**src/rtl/fifo_wr_arbiter_pkg.sv**
```systemverilog
// Shared types and helpers for the FIFO write arbiter: the lock FSM state
// enum and a one-hot round-robin pick function sized for up to 16 requesters.
package fifo_wr_arbiter_pkg;

    localparam int MAX_REQ   = 16;
    localparam int MAX_REQ_W = 4;

    typedef enum logic {
        IDLE   = 1'b0,
        LOCKED = 1'b1
    } arb_state_e;

    // Search upward from last+1, wrapping at n_req-1 -> 0; result is one-hot or zero.
    function automatic logic [MAX_REQ-1:0] rr_pick_onehot(
        input logic [MAX_REQ-1:0]   reqs,
        input logic [MAX_REQ_W-1:0] last,
        input int                   n_req
    );
        logic [MAX_REQ-1:0] pick;
        logic               found;
        int                 idx;
        pick  = '0;
        found = 1'b0;
        for (int k = 1; k <= MAX_REQ; k++) begin
            idx = (int'(last) + k) % n_req;
            if ((k <= n_req) && !found && reqs[idx[MAX_REQ_W-1:0]]) begin
                pick[idx[MAX_REQ_W-1:0]] = 1'b1;
                found                    = 1'b1;
            end
        end
        return pick;
    endfunction

endpackage

```
**src/rtl/fifo_wr_arbiter.sv**
```systemverilog
// Round-robin arbiter merging N_REQ write requesters into one FIFO write port.
// Define FIFO_WR_ARBITER_LOCK_EN to add req_last and hold the grant for whole packets.
module fifo_wr_arbiter
    import fifo_wr_arbiter_pkg::*;
#(
    parameter int N_REQ  = 4,
    parameter int DATA_W = 16,
    parameter int DEPTH  = 8
) (
    input  logic                      clk,
    input  logic                      rst,
    input  logic [N_REQ-1:0]          req,
    input  logic [N_REQ*DATA_W-1:0]   req_data,
`ifdef FIFO_WR_ARBITER_LOCK_EN
    input  logic [N_REQ-1:0]          req_last,
`endif
    output logic [N_REQ-1:0]          ack,
    input  logic [$clog2(DEPTH):0]    fifo_cnt,
    output logic                      w_req,
    output logic [DATA_W-1:0]         w_data,
    output logic [$clog2(N_REQ)-1:0]  w_owner
);
    localparam int CNT_W = $clog2(DEPTH) + 1;
    localparam int OWN_W = $clog2(N_REQ);
    localparam logic [CNT_W:0] DEPTH_L = (CNT_W + 1)'(DEPTH);

    logic [DATA_W-1:0]    w_data_arr [N_REQ];
    logic [MAX_REQ-1:0]   w_req_ext;
    logic [MAX_REQ_W-1:0] w_last_ext;
    logic [MAX_REQ-1:0]   w_rr_pick;
    logic [N_REQ-1:0]     w_cand;
    logic                 w_cand_any;
    logic [CNT_W:0]       w_used;
    logic                 w_space;
    logic                 w_grant;
    logic [OWN_W-1:0]     w_win_idx;

    logic                 r_wr_valid;
    logic [DATA_W-1:0]    r_wr_data;
    logic [OWN_W-1:0]     r_wr_owner;
    logic [OWN_W-1:0]     r_last_winner;

    genvar gi;
    generate
        for (gi = 0; gi < N_REQ; gi++) begin : g_unpack
            assign w_data_arr[gi] = req_data[gi*DATA_W +: DATA_W];
        end
    endgenerate

    always_comb begin
        w_req_ext              = '0;
        w_req_ext[N_REQ-1:0]   = req;
        w_last_ext             = '0;
        w_last_ext[OWN_W-1:0]  = r_last_winner;
        w_rr_pick              = rr_pick_onehot(w_req_ext, w_last_ext, N_REQ);
    end

    // The word registered last cycle is not yet in fifo_cnt, so count it as used.
    assign w_used  = {1'b0, fifo_cnt} + {{CNT_W{1'b0}}, r_wr_valid};
    assign w_space = (w_used < DEPTH_L);

`ifdef FIFO_WR_ARBITER_LOCK_EN
    arb_state_e       r_state;
    arb_state_e       w_state_next;
    logic [N_REQ-1:0] w_owner_mask;

    always_comb begin
        w_owner_mask                = '0;
        w_owner_mask[r_last_winner] = 1'b1;
    end

    // While a packet is open, only its owner may win, so it is the last winner.
    assign w_cand     = (r_state == LOCKED) ? (req & w_owner_mask) : w_rr_pick[N_REQ-1:0];
    assign w_cand_any = (r_state == LOCKED) ? (|w_cand) : (|w_rr_pick);

    always_ff @(posedge clk or posedge rst) begin
        if (rst) begin
            r_state <= IDLE;
        end else begin
            r_state <= w_state_next;
        end
    end

    always_comb begin
        w_state_next = r_state;
        case (r_state)
            IDLE: begin
                if (w_grant && !req_last[w_win_idx]) begin
                    w_state_next = LOCKED;
                end
            end
            LOCKED: begin
                if (w_grant && req_last[w_win_idx]) begin
                    w_state_next = IDLE;
                end
            end
            default: w_state_next = IDLE;
        endcase
    end
`else
    assign w_cand     = w_rr_pick[N_REQ-1:0];
    assign w_cand_any = |w_rr_pick;
`endif

    assign w_grant = w_space && w_cand_any && !rst;
    assign ack     = w_grant ? w_cand : '0;

    always_comb begin
        w_win_idx = '0;
        for (int i = 0; i < N_REQ; i++) begin
            if (w_cand[i]) begin
                w_win_idx = OWN_W'(i);
            end
        end
    end

    always_ff @(posedge clk or posedge rst) begin
        if (rst) begin
            r_wr_valid    <= 1'b0;
            r_wr_data     <= '0;
            r_wr_owner    <= '0;
            r_last_winner <= OWN_W'(N_REQ - 1);
        end else begin
            r_wr_valid <= w_grant;
            if (w_grant) begin
                r_wr_data     <= w_data_arr[w_win_idx];
                r_wr_owner    <= w_win_idx;
                r_last_winner <= w_win_idx;
            end
        end
    end

    assign w_req   = r_wr_valid;
    assign w_data  = r_wr_data;
    assign w_owner = r_wr_owner;

endmodule

```
**config.mk**
```make
export PLATFORM = sky130hd
export DESIGN_NAME = fifo_wr_arbiter
export DESIGN_NICKNAME = d
export VERILOG_FILES = /design/src/rtl/fifo_wr_arbiter_pkg.sv /design/src/rtl/fifo_wr_arbiter.sv
export SDC_FILE = /design/constraint.sdc
export NUM_CORES = 1
export LEC_CHECK = 0
export BUFFER_PORTS_ARGS = -buffer_cell sky130_fd_sc_hd__clkbuf_2
export CAP_MARGIN = 20
export CELL_PAD_IN_SITES_DETAIL_PLACEMENT = 0
export CELL_PAD_IN_SITES_GLOBAL_PLACEMENT = 2
export CORE_AREA = 8 8 94 96
export DETAILED_ROUTE_END_ITERATION = 12
export DIE_AREA = 0 0 102 104
export HOLD_SLACK_MARGIN = 0.02
export PLACE_DENSITY_LB_ADDON = 0.1
export SETUP_SLACK_MARGIN = 0.05
export SYNTH_ARGS = -nofsm -noshare
export SYNTH_HDL_FRONTEND = slang
export SYNTH_SLANG_ARGS = --single-unit
```
**constraint.sdc**
```tcl
create_clock -name clk -period 5.3 [get_ports clk]
set_input_delay 0.53 -clock clk [delete_from_list [all_inputs] [get_ports clk]]
set_output_delay 0.53 -clock clk [all_outputs]
set_load 0.05 [all_outputs]
```
## Word-level counts from Yosys, hierarchy flattened

Cells that the tools add are included.

| word-level totals | value |
|---|---|
| flip-flop bits (word level) | 21 |
| bits of input ports | 74 |

| operators by class | value |
|---|---|
| add/sub/neg operators | 5 |
| magnitude comparators | 10 |
| muxes and demuxes | 30 |
| bitwise gates (word level) | 8 |
| reductions and logical operators | 18 |

Operator list:

| kind | count |
|---|---|
| $mux 16 | 6 |
| $or 16x16->16 | 3 |
| $bmux 16 s2 | 1 |
| $lt 4x5->1 const B | 4 |
| $ge 4x1->1 const B | 4 |
| $reduce_or 16->1 | 1 |
| $bmux 1 s3 | 4 |
| $demux 1 s3 | 4 |
| $mux 1 | 12 |
| $logic_and 1x1->1 | 9 |
| $reduce_or 2->1 | 4 |
| $add 4x1->5 | 1 |
| $lt 5x4->1 const B | 1 |
| $add 2x1->2 const B | 2 |
| $add 2x2->2 const B | 2 |
| $and 1x1->1 const A | 4 |
| $logic_not 1->1 | 4 |
| $mux 2 | 2 |
| $mux 4 | 1 |
| $ge 3x3->1 const B | 1 |
| $not 2->3 | 1 |

## Logic depth before layout (Yosys ltp)

| depth | value |
|---|---|
| word-level depth | 22 |
| mapped depth | 11 |

## Least setup slack after synthesis

No wires, ideal clock.

| timing | value |
|---|---|
| kind | register -> output |
| from | reg r_last_winner[0] |
| to | out ack[3] |
| arrival time | 2,707 ps |
| data required time | 4,770 ps |
| setup slack | 2,063 ps |
| cell stages (with the launch flop) | 10 |
| path buffers | 2 |
| cell sequence | dfstp_2 -> buf_6 -> inv_1 -> ha_1 -> mux4_2 -> nand3b_1 -> a22o_1 -> and2_1 -> clkbuf_1 -> nor2_1 |

| between the ends | value |
|---|---|
| cells in the longest elaborated chain, start to end | 19 |
| elaborated cells between the ends (all ways) | 60 |
| those cells by class | add/sub (4); order compare (8); mux (24); bitwise (7); reduce/logical (17) |

RTL lines:

| what | line | RTL |
|---|---|---|
| from (decl) | fifo_wr_arbiter.sv:41 | `logic [OWN_W-1:0] r_last_winner;` |
| from (signal assigned) | fifo_wr_arbiter.sv:122 | `r_last_winner <= OWN_W'(N_REQ - 1);` |
| from (signal assigned) | fifo_wr_arbiter.sv:128 | `r_last_winner <= w_win_idx;` |
| branches (longest 14 deep; another with $lt 4x5->1) | n/a |  |
| $mux 16 * | fifo_wr_arbiter_pkg.sv:26 | `if ((k <= n_req) && !found && reqs[idx[MAX_REQ_W-1:0]]) begin` |
| $reduce_or 16->1 | fifo_wr_arbiter.sv:102 | `assign w_cand_any = \|w_rr_pick;` |
| $logic_and 1x1->1 (2 in series) | fifo_wr_arbiter.sv:105 | `assign w_grant = w_space && w_cand_any && !rst;` |
| $mux 4 * | fifo_wr_arbiter.sv:106 | `assign ack = w_grant ? w_cand : '0;` |
| to (decl) | fifo_wr_arbiter.sv:17 | `output logic [N_REQ-1:0] ack,` |

Mark *: on every way between the ends. The select of a mux whose other input is x is not followed.

## Final worst setup path

| timing | value |
|---|---|
| from | reg r_last_winner[0] |
| to | reg r_wr_owner[0] (netlist: w_owner[0]) |

| between the ends | value |
|---|---|
| cells in the longest elaborated chain, start to end | 18 |
| elaborated cells between the ends (all ways) | 62 |
| those cells by class | add/sub (4); order compare (8); mux (26); bitwise (7); reduce/logical (17) |

RTL lines:

| what | line | RTL |
|---|---|---|
| branches (longest 14 deep; another with $lt 4x5->1) | n/a |  |
| $mux 16 * | fifo_wr_arbiter_pkg.sv:26 |  |
| $reduce_or 16->1 * | fifo_wr_arbiter.sv:102 |  |
| $logic_and 1x1->1 * (2 in series) | fifo_wr_arbiter.sv:105 |  |
| via w_grant | fifo_wr_arbiter.sv:35 | `logic w_grant;` |
| to (signal assigned) | fifo_wr_arbiter.sv:127 | `r_wr_owner <= w_win_idx;` |
| to (decl) | fifo_wr_arbiter.sv:40 | `logic [OWN_W-1:0] r_wr_owner;` |

Mark *: on every way through the listed nets, which the timed path passes. The select of a mux whose other input is x is not followed.
A chain may end at the register's enable or synchronous reset.

==> impl_table.tex <==
\begin{tabular}{lr}
\hline
Metric & Value \\
\hline
\multicolumn{2}{l}{\textbf{Logic synthesis}} \\
Post-synthesis xor/xnor area fraction & 0 \\
Portion of the post-synthesis area used by sequential elements & 0.273 \\
Main combinational cell family by area after synthesis & compound AO/OA/AOI/OAI gates \\
Post-Synthesis Net Count & between 300 and 400 \\
Adder-cell area share of the yosys netlist & 0.0517 \\
Number of warnings issued by yosys & 0 \\
Combined area of all synthesized cells & roughly 1900 µm² \\
Number of distinct library cells after synthesis & 39 \\
Post-synthesis mux area share & 0.0465 \\
Number of synthesized register bits & 21 \\
Syn Area/Cell & 8.72 µm² \\
Fraction of the mapped netlist area in compound gates & 0.412 \\
Synth Instances & between 200 and 250 \\
Share of synthesized cell area in and, or, nand and nor gates & 0.132 \\
\multicolumn{2}{l}{\textbf{STA}} \\
Post-route worst hold slack & between 0.4 and 0.5 ns \\
Worst Skew & $\sim$0.0025 ns \\
Count of final hold-check violations & 0 \\
FMAX & $\sim$250 MHz \\
Final-report max-slew violation count & 0 \\
Unrepaired setup endpoints after global routing & no \\
Final period util & 0.746 \\
Max-slew headroom & 0.352 \\
Sum of negative setup slack & 0 ns \\
Endpoints failing setup & 0 \\
Shortest period the worst path allows & approximately 4 ns \\
Tightest Pin Transition & between 0.9 and 1 ns \\
\multicolumn{2}{l}{\textbf{GRT}} \\
Global-route wire length before repair & between 10000 and 15000 µm \\
Antenna violations before repair & 0 \\
GRT Residual Overflow & 0 \\
Largest net degree at the start of global routing & 33 \\
Via count of the first global-routing pass & between 2000 and 2500 \\
GRT Overall Usage & 0.140 \\
\multicolumn{2}{l}{\textbf{Finish}} \\
Antenna cells & 0 \\
Most frequent cells in the layout & 96 x clkbuf\_2, 22 x a21oi\_1, 21 x inv\_1 \\
Sequential cell area & 528 µm² \\
Area of the multi-input gates & approximately 1300 µm² \\
Layout net count & between 300 and 400 \\
Most common library cell in the layout ignoring fill and taps & clkbuf\_2 \\
Synth-to-Final Area Change & 30.3\% \\
Fraction of layout cells with a size suffix above 1 & 0.367 \\
Total of fill cells in the finished design & between 800 and 900 \\
\multicolumn{2}{l}{\textbf{Route}} \\
Total via count after detailed routing & 2053 \\
Starting DRT DRC Count & 53 \\
Total wire length after detailed routing & between 7000 and 8000 µm \\
Vias per Instance & just over 5 \\
Routed len/inst & 17.6 µm \\
Number of remaining DRC errors & 0 \\
Length of the first detailed-routing pass in iterations & 4 \\
Number of routed nets with antenna violations & 0 \\
\multicolumn{2}{l}{\textbf{Clocking}} \\
Cts bufs inserted & 3 \\
Clock latency on the worst-skew pair & roughly 0.26 ns \\
Number of hold buffers added after CTS & 0 \\
Clock transition time at the flip-flop clock pins of the worst setup and hold paths & $\sim$0.080 ns \\
Maximum root-to-sink buffer count & 2 \\
Post-cts sizing count & 0 \\
TritonCTS clock tree & built \\
Post-CTS setup buffer count & 0 \\
Clock Root Buffer & clkbuf\_8 \\
Number of sinks on the clock net & 21 \\
H-tree levels & 1 \\
\multicolumn{2}{l}{\textbf{Power}} \\
Leak & around 1.3 nW \\
Total power divided by cell area & $\sim$740 nW/µm² \\
Worst voltage drop across the vdd grid & just over 0.0002 V \\
\multicolumn{2}{l}{\textbf{Setup path}} \\
Type of destination of the critical path & flip-flop \\
Setup slack of the most critical reg-to-reg path & 1.35 ns \\
Worst reg2reg path startpoint & r\_last\_winner[0] \\
Worst R2R End & w\_owner[0] \\
Crit path arrival time & $\sim$4.1 ns \\
Cell count of the worst reg-to-reg path & 10 \\
Critical path type & reg -> reg \\
CP max FO & 18 \\
Data required time at the worst endpoint & roughly 5.5 ns \\
Crit path launch type & flip-flop \\
\multicolumn{2}{l}{\textbf{Outcome}} \\
Run status & finished, final reports clean \\
\multicolumn{2}{l}{\textbf{Floorplanning}} \\
Chip Height & 104 µm \\
Overall die area & 10600 µm² \\
Boundary Pins & 97 \\
Effective utilization at floorplan & 0.260 \\
Core area & 7450 µm² \\
Row count & 32 \\
Die extent in x & 102 µm \\
\multicolumn{2}{l}{\textbf{Placed design}} \\
PortBufs & 96 \\
Post-DP HPWL & between 5000 and 6000 µm \\
Final Wtd Congestion & just under 0.8 \\
\multicolumn{2}{l}{\textbf{Run}} \\
Number of violations of the max-capacitance limit & 0 \\
\multicolumn{2}{l}{\textbf{Hold path}} \\
Class of the tightest hold or removal check & in -> async \\
\hline
\end{tabular}
==> how the worst max path moves through the flow <==
| stage | startpoint | endpoint | slack [ns] | cells after the start |
|---|---|---|---|---|
| 3_3_place_gp | r_last_winner[0] | w_data[12] | 1.43 | 8 |
| 4_1_cts | r_last_winner[0] | w_owner[0] | 1.29 | 10 |
| 2_1_floorplan | r_last_winner[0] | ack[3] | 2.06 | 9 |
| 3_5_place_dp | r_last_winner[0] | w_owner[0] | 1.30 | 10 |
| 6_report | r_last_winner[0] | w_owner[0] | 1.35 | 10 |
| 5_1_grt | r_last_winner[0] | w_data[12] | 1.01 | 8 |
==> synthesized netlist by cell type (all sizes together) <==
library cell,instances,area [µm²]
a21oi,23,119
inv,22,82.6
dfrtp,19,475
a21boi,18,146
a32oi,16,140
and3,16,100
o21bai,16,120
o311ai,16,140
clkbuf,13,48.8
ha,8,100
nor2,7,26.3
buf,5,33.8
o21ai,5,25.0
nand2,4,15.0
nand3b,4,30.0
a21o,3,22.5
mux4,3,67.6
a2111o,2,22.5
a2111oi,2,17.5
and3b,2,17.5
dfstp,2,52.6
mux2,2,22.5
nor2b,2,12.5
nor3b,2,15.0
o21a,2,15.0
a22o,1,8.76
and2,1,6.26
nand2b,1,6.26
nand3,1,5.00
nand4,1,6.26
o31ai,1,21.3
or2,1,6.26
or3b,1,8.76
==> cells by family after synthesis <==
logic type / after synthesis
muxes: 5
adders and majority gates: 8
buffers and inverters: 40
AOI/OAI and AO/OA: 105
DFF: 21
and+or+nand+nor: 43
==> layout make-up <==
cell class	count	share of cell area
Clock inverter	1	0.00198
Clock buffer	3	0.0164
Timing Repair Buffer	97	0.193
Multi-Input combinational cell	161	0.496
Tap cell	102	0.0506
Inverter	22	0.0327
Sequential cell	21	0.209
==> worst max-delay path: stages, from the launching register on <==
cell and delay (ns):
dfstp_2 0.69, inv_1 0.15, ha_1 0.35, mux4_2 0.40
nand3b_1 0.11, a21oi_2 0.73, or2_1 0.63, o31ai_4 0.14
buf_4 0.23, inv_2 0.09, mux2_1 0.31
==> routing by layer <==
layer / global-route usage / part of all wire / vias up
li1: - / - / 1016
met4: 0.0283 / 0.0066 / 0
met3: 0.0321 / 0.050 / 2
met1: 0.175 / 0.46 / 981
met2: 0.235 / 0.48 / 54
met5: 0 / 0 / -
==> per-stage QoR <==
step	cell area, µm²	cells	total power, W	util	setup WS, ns
final	2520	407	0.00186	0.339	1.35
after global routing	2520	407	0.00204	0.339	1.01
after CTS	2520	407	0.00189	0.339	1.29
after detailed placement	2480	403	0.00177	0.333	1.30
after global placement	2480	403	0.00178	0.333	1.43
after floorplan	1940	222	0.00141	-	2.06
==> where the power goes <==
part | leakage, nW | internal, W | switching, W
registers | 0.232 | 0.000249 | 0.0000684
logic | 1.02 | 0.000435 | 0.000997
clock network | 0.0255 | 0.0000524 | 0.0000566
==> registers in the layout (all words and copies together), names as in the netlist <==
register / cells
w_data: 16
w_owner: 2
r_last_winner: 2
w_req: 1
Note: power is estimated with default switching activity, not from simulation.
